$ cat config.mk
export PLATFORM = sky130hd
export DESIGN_NAME = vliw_issue_queue
export DESIGN_NICKNAME = d
export VERILOG_FILES = /design/src/rtl/vliw_issue_queue.sv
export SDC_FILE = /design/constraint.sdc
export NUM_CORES = 1
export LEC_CHECK = 0
export ABC_AREA = 1
export CORE_UTILIZATION = 58
export CTS_BUF_LIST = sky130_fd_sc_hd__clkbuf_4
export DETAILED_ROUTE_END_ITERATION = 6
export GPL_TIMING_DRIVEN = 0
export PLACE_DENSITY = 0.93
export SLEW_MARGIN = 30
export SYNTH_ARGS = -nofsm -noshare
export SYNTH_HDL_FRONTEND = slang
export SYNTH_SLANG_ARGS = --single-unit
$ cat constraint.sdc
create_clock -name clk -period 9.3 [get_ports clk]
set_input_delay 2.79 -clock clk [delete_from_list [all_inputs] [get_ports clk]]
set_output_delay 2.79 -clock clk [all_outputs]
set_load 0.005 [all_outputs]
$ cat src/rtl/vliw_issue_queue.sv
// Circular-buffer issue queue for VLIW bundles, first-word-fall-through head
// with per-lane NOP detection and opcode extraction.
module vliw_issue_queue #(
  parameter int CORES    = 4,
  parameter int INST_LEN = 32,
  parameter int DEPTH    = 4
) (
  input  logic                          clk,
  input  logic                          reset,
  input  logic [INST_LEN*CORES-1:0]     vliw_in,
  input  logic                          in_valid,
  output logic                          in_ready,
  input  logic                          flush,
  output logic                          out_valid,
  input  logic                          out_ready,
  output logic [INST_LEN*CORES-1:0]     out_inst,
  output logic [CORES-1:0]              out_lane_valid,
  output logic [6*CORES-1:0]            out_op,
  output logic [$clog2(DEPTH):0]        count,
  output logic                          drop_err
);

  localparam int W  = INST_LEN * CORES;
  localparam int PW = $clog2(DEPTH);
  localparam int CW = PW + 1;
  localparam logic [CW-1:0] FullCount = CW'(DEPTH);

  logic [W-1:0]  mem_q [DEPTH];
  logic [PW-1:0] wrPtr_q, wrPtr_d;
  logic [PW-1:0] rdPtr_q, rdPtr_d;
  logic [CW-1:0] count_q, count_d;
  logic          dropErr_q, dropErr_d;
  logic          push, pop;
  logic [W-1:0]  headInst;

  // Readiness comes only from the registered count, so out_ready never feeds in_ready.
  assign in_ready  = (count_q < FullCount);
  assign out_valid = (count_q != '0);
  assign push      = in_valid && in_ready;
  assign pop       = out_valid && out_ready;
  assign count     = count_q;
  assign drop_err  = dropErr_q;

  always_comb begin
    wrPtr_d   = wrPtr_q;
    rdPtr_d   = rdPtr_q;
    count_d   = count_q;
    dropErr_d = dropErr_q;
    if (flush) begin
      wrPtr_d   = '0;
      rdPtr_d   = '0;
      count_d   = '0;
      dropErr_d = 1'b0;
    end else begin
      if (push) wrPtr_d = wrPtr_q + PW'(1);
      if (pop)  rdPtr_d = rdPtr_q + PW'(1);
      case ({push, pop})
        2'b10:   count_d = count_q + CW'(1);
        2'b01:   count_d = count_q - CW'(1);
        default: count_d = count_q;
      endcase
      if (in_valid && !in_ready) dropErr_d = 1'b1;
    end
  end

  always_ff @(posedge clk or posedge reset) begin
    if (reset) begin
      wrPtr_q   <= '0;
      rdPtr_q   <= '0;
      count_q   <= '0;
      dropErr_q <= 1'b0;
    end else begin
      wrPtr_q   <= wrPtr_d;
      rdPtr_q   <= rdPtr_d;
      count_q   <= count_d;
      dropErr_q <= dropErr_d;
    end
  end

  // Entry storage is never cleared; occupancy alone decides what is visible.
  always_ff @(posedge clk) begin
    if (push && !flush) mem_q[wrPtr_q] <= vliw_in;
  end

  assign headInst = out_valid ? mem_q[rdPtr_q] : '0;
  assign out_inst = headInst;

  always_comb begin
    out_lane_valid = '0;
    out_op         = '0;
    for (int i = 0; i < CORES; i++) begin
      out_lane_valid[i] = |headInst[i*INST_LEN +: INST_LEN];
      out_op[6*i +: 6]  = headInst[i*INST_LEN + INST_LEN - 6 +: 6];
    end
  end

endmodule

### Word-level counts from Yosys, hierarchy flattened

Memory sizes are Yosys's and may differ from the RTL's.
Cells that the tools add are included.

* reduce and logical (&&, ||, !) cells: 15
* muxes and demuxes: 11
* eq/ne operators: 2
* $add $sub $neg: 4
* magnitude comparators: 1

Operator list (count)
* $mux W128: 1
* $reduce_or A32 Y1: 4
* $mux W2: 4
* $pmux W3 S2: 1
* $reduce_bool A2 Y1: 3
* $reduce_bool A3 Y1: 2
* $add A2 B1 Y2 const B: 2
* $logic_and A1 B1 Y1: 4
* $mux W1: 4
* $add A3 B1 Y3 const B: 1
* $lt A3 B3 Y1 const B: 1
* $mux W3: 1
* $sub A3 B1 Y3 const B: 1
* $eq A2 B1 Y1 const B: 1
* $eq A2 B2 Y1 const B: 1
* $logic_not A1 Y1: 2

* memories kept: 1
* bits of input ports: 133
* RAM bits: 512
* output and inout bits: 162
* word-level logic and storage cells: 38
* register bits: 8

Memory list
* mem_q: depth 4, width 128, rd ports 1, clocked after Yosys merged registers in 0, wr ports 1, RTL line 28 `logic [W-1:0] mem_q [DEPTH];`

### Depth between registers and ports, before layout

* depth after elaboration: 5
* depth in mapped cells: 14
* mapped depth without buffers: 11

### Least setup slack after synthesis

Ideal clock, no wire load.

* path kind: input port to flip-flop
* start: in in_valid
* end: mem mem_q[0][0] (netlist bit), enable pin
* buffers on the path: 0
* slack: 0.188 ns
* cell stages on the path: 4
* data arrival time: 8.494 ns
* required time: 8.683 ns
* library setup time: 0.617 ns
* path through: inv_1 > nor2_1 > nand2_1 > nor2_1

* longest elaborated chain between the ends: 4

RTL lines
* start, declared: RTL line 11 `input logic in_valid,`
* $logic_and A1 B1 Y1: RTL line 39 `assign push = in_valid && in_ready;`
* $logic_and A1 B1 Y1: RTL line 82 `if (push && !flush) mem_q[wrPtr_q] <= vliw_in;`
* $mux W1: RTL line 82
* $mux W1 (not written as such): RTL line 82
* end, declared: RTL line 28

No other way between the ends.

### Worst setup path in the final report

* start: reg rdPtr_q[1]
* end: out out_lane_valid[0]

* longest elaborated chain between the ends: 3

RTL lines
* start, declared: RTL line 30 `logic [PW-1:0] rdPtr_q, rdPtr_d;`
* start signal, assigned: RTL line 74 `rdPtr_q <= rdPtr_d;`
* $mem_v2 Z4 W128
* $mux W128: RTL line 85 `assign headInst = out_valid ? mem_q[rdPtr_q] : '0;`
* $reduce_or A32 Y1: RTL line 92 `out_lane_valid[i] = |headInst[i*INST_LEN +: INST_LEN];`
* end, declared: RTL line 17 `output logic [CORES-1:0] out_lane_valid,`

No other way between the ends.

==> results.py <==
metrics = {
    "critical_path": {
        "rrSetupSlack_ps": 6670,
        "critPathLaunchType": "flip-flop",
        "timing.rr.start": "count[2]$_DFFE_PP0P_",
        "r2r_cells": 6,
        "crit_path_frequent_cell": "nand2_1",
        "path_buf_inv": 4,
        "arrival_ps": 3940,
        "cp_slowest_stage_delay_ps": 560,
        "cp.depth": 12,
        "required_ps": 6510,
        "critPathMaxFanout": 10,
        "crit_path_end_kind": "output port",
        "regToRegEndpoint": "mem_q[2][107]$_DFFE_PP_",
        "cp_top_family": "buffers and inverters",
        "cpMaxStageDelayCell": "clkbuf_1",
        "critPathKind": "flip-flop to output port",
        "crit_chain": "inv_1, buf_2, clkbuf_1, nand2_1, nand2_1, nand2_1, nand2_1, nor2_1, nand2_1, nor2_1, nand2_1, clkdlybuf4s50_1",
    },
    "detailed_routing": {
        "drt_wl_total_um": 71570,
        "vias_per_cell": 5.557,
        "vias": 19056,
        "drtIter0Drc": 2598,
        "avgRoutedWirePerCell_um": 20.87,
        "firstDrtPassIters": 6,
        "drcViolationCount": 0,
        "drtAntennaViolNets": 0,
    },
    "yosys": {
        "syn_inst": 2352,
        "synth_top_area_cell": "edfxtp_1",
        "ys.flop_type": "edfxtp_1",
        "synth.distinct_cells": 19,
        "async_reset_ff_share_pct": 1.538,
        "synth-edff-count": 512,
        "syn_area_sq_mm": 0.02309,
        "yosysMostFrequentCell": "nand2_1",
        "synth_area_per_cell_sq_um": 9.818,
        "ys_ff_latch": 520,
        "synth_top_area_share_pct": 66.58,
        "yosysWarnings": 0,
        "synth.top_cells.by_count": "995 x nand2_1, 512 x edfxtp_1, 445 x inv_1, 156 x nand3_1, 65 x nor2_1",
        "syn-num-nets": 2490,
        "ys_seq_area_share_pct": 67.45,
        "synthTopCellsByArea": "edfxtp_1 67%, nand2_1 16%, inv_1 7.2%, nand3_1 3.4%, buf_4 1.2%",
    },
    "clock_tree": {
        "cts_made_buffers": 130,
        "ctsLongestPathBuffers": 3,
        "cts-root-buf": "clkbuf_4",
        "clkSinkCount": 520,
        "ctsHoldBuffers": 0,
        "htree_levels": 4,
        "cts_resized": 0,
        "postCtsSetupRepairBufs": 0,
        "cts_tree": "built",
        "clk_pin_slew_worst_paths_ps": 70,
        "insertion_delay_ps": 860,
    },
    "finish": {
        "area.sequential_sq_mm": 0.01557,
        "drive_gt1_share_pct": 11.35,
        "multi_input_area_sq_mm": 0.005074,
        "fillers": 2231,
        "areaGrowthSynthToFinish_pct": 26.53,
        "final_area_sq_mm": 0.02922,
        "layout.nets": 2945,
    },
    "die": {
        "rows": 72,
        "die_w_um": 201.5,
        "die_area_sq_mm": 0.04062,
        "die_h_um": 201.5,
        "initial_core_util_pct": 59.34,
        "io_pins": 295,
        "core_area_sq_mm": 0.03892,
    },
    "pwr": {
        "p_switching_w": 0.003252,
        "power.density_mw_per_mm2": 293.5,
        "ir_drop_v": 0.0001828,
        "combPwrFrac_pct": 44.4,
        "intPower_w": 0.005323,
        "clockPowerShare_pct": 23.3,
        "p_sw_share_pct": 37.92,
        "cellLeakagePower_nw": 13.53,
        "seq_power_share_pct": 32.3,
    },
    "global_route": {
        "grt_use_total_pct": 35.19,
        "overflow": 0,
        "grt_pass1_wl_um": 105500,
        "grt_pass1_vias": 19138,
        "use_met1_pct": 41.09,
        "grt_use_met3_pct": 10.22,
        "busiest_layer": "met2",
        "grt_antenna_before_repair": 17,
        "met2_usage_pct": 56.92,
        "grt_start_max_net_pins": 22,
    },
    "placement": {
        "dp_slack_ps": 3628,
        "io_buffers": 294,
        "postPlaceCellArea_sq_mm": 0.02749,
        "hpwl_um": 48970,
        "routabilityCongestion": 0.8894,
    },
    "sta": {
        "fmax_mhz": 148.7,
        "timing.final.max_slew_violations": 0,
        "finalSetupTns_ps": 0,
        "setup_violations": 0,
        "fin_worst_skew_ps": 36.20,
        "relSlewSlack_pct": 45.89,
        "finalCritPeriodShare_pct": 72.33,
        "tightestPinTransition_ps": 811.7,
        "min_period_ps": 6726,
        "rsz0062_at_grt": "false",
        "worst_slack_ps": 2574,
        "hold-worst-slack_ps": 508.3,
        "hold_viol": 0,
    },
    "hold_path": {
        "hold_class": "flip-flop to flip-flop",
        "whs_endpoint": "drop_err$_DFFE_PP0P_",
        "hold_start": "drop_err$_DFFE_PP0P_",
        "hold_depth": 2,
    },
    "outcome": {
        "outcome": "finished, final reports clean",
    },
    "run": {
        "maxCapViolations": 0,
    },
}
## cell families after synthesis
family / Yosys count / share of synthesized area, %
compound gates: 41 / 0.8940
buf+inv: 569 / 10.71
fa+ha+maj: 5 / 0.3034
simple gates: 1217 / 20.64
flops: 520 / 67.45
## per-layer routing
layer  share of wire [%]  up-vias
met5                0.11        -
met4                 6.6       14
met3                  14      375
met2                  47     1640
met1                  32     8719
li1                    -     8308
## state kept, by name (all words and copies together), names as in the netlist
register / cells
count: 3
drop_err: 1
mem_q: 512
rdPtr_q: 2
wrPtr_q: 2
## worst register-to-register path, stage by stage, from the launching register on
cell	delay (ps)
dfrtp_1	420
nor2_1	300
nand2_1	340
nor2_4	620
buf_16	260
buf_16	190
buf_8	200
## area by class of cell
cell class / count / area share [%]
timing repair buffer: 323 / 12.72
tap: 518 / 2.218
multi-input combinational: 1263 / 17.36
sequential: 520 / 53.31
clock buffer: 186 / 4.779
inverter: 446 / 5.738
clock inverter: 37 / 1.036
antenna: 13 / 0.1113
buffer: 123 / 2.728
## metrics by stage
step                util (%)  cells  total power, W
floorplan                  -   2352        0.004508
global placement       68.56   3164        0.006346
detailed placement     70.63   3193        0.006463
CTS                    74.99   3416        0.008453
global route           75.03   3422        0.008884
finish                 75.08   3429        0.008575
## worst max path at each step
stage,start,endpoint,slack (ps)
6_report,rdPtr_q[1]$_DFFE_PP0P_,out_lane_valid[0],2570
5_1_grt,rdPtr_q[1]$_DFFE_PP0P_,out_lane_valid[2],2540
4_1_cts,rdPtr_q[1]$_DFFE_PP0P_,out_lane_valid[3],2710
3_5_place_dp,rdPtr_q[1]$_DFFE_PP0P_,out_lane_valid[3],3630
3_3_place_gp,in_valid,mem_q[1][102]$_DFFE_PP_,-4350
2_1_floorplan,in_valid,mem_q[0][0]$_DFFE_PP_,190
## power groups by stage
stage	registers, W	clock network (W)	logic (W)
3_3_place_gp	0.00287	0	0.00348
6_report	0.00277	0.00200	0.00381
4_1_cts	0.00277	0.00199	0.00369
2_1_floorplan	0.00284	0	0.00167
3_5_place_dp	0.00282	0	0.00364
5_1_grt	0.00278	0.00211	0.00400
## cells in the final DEF, fill, tap and decap left out, types with 2 or more instances in the layout
| cell | synthesis | routed |
|---|---|---|
| inv_2 | 0 | 4 |
| nand2_1 | 995 | 995 |
| clkinv_1 | 0 | 24 |
| clkbuf_1 | 20 | 20 |
| bufinv_16 | 0 | 6 |
| inv_1 | 445 | 445 |
| nor2_1 | 65 | 61 |
| clkinv_2 | 0 | 2 |
| clkbuf_4 | 0 | 186 |
| diode_2 | 0 | 13 |
| nand3_1 | 156 | 156 |
| o21ai_0 | 31 | 31 |
| o21ai_1 | 4 | 4 |
| buf_16 | 0 | 27 |
| buf_2 | 40 | 40 |
| buf_1 | 7 | 7 |
| ha_1 | 4 | 4 |
| buf_8 | 0 | 2 |
| a21oi_1 | 5 | 5 |
| dfrtp_1 | 8 | 8 |
| buf_4 | 36 | 36 |
| buf_6 | 20 | 20 |
| edfxtp_1 | 512 | 512 |
| clkdlybuf4s50_1 | 0 | 294 |
| nor2_4 | 0 | 4 |
Note: power is estimated with default switching activity, not from simulation.
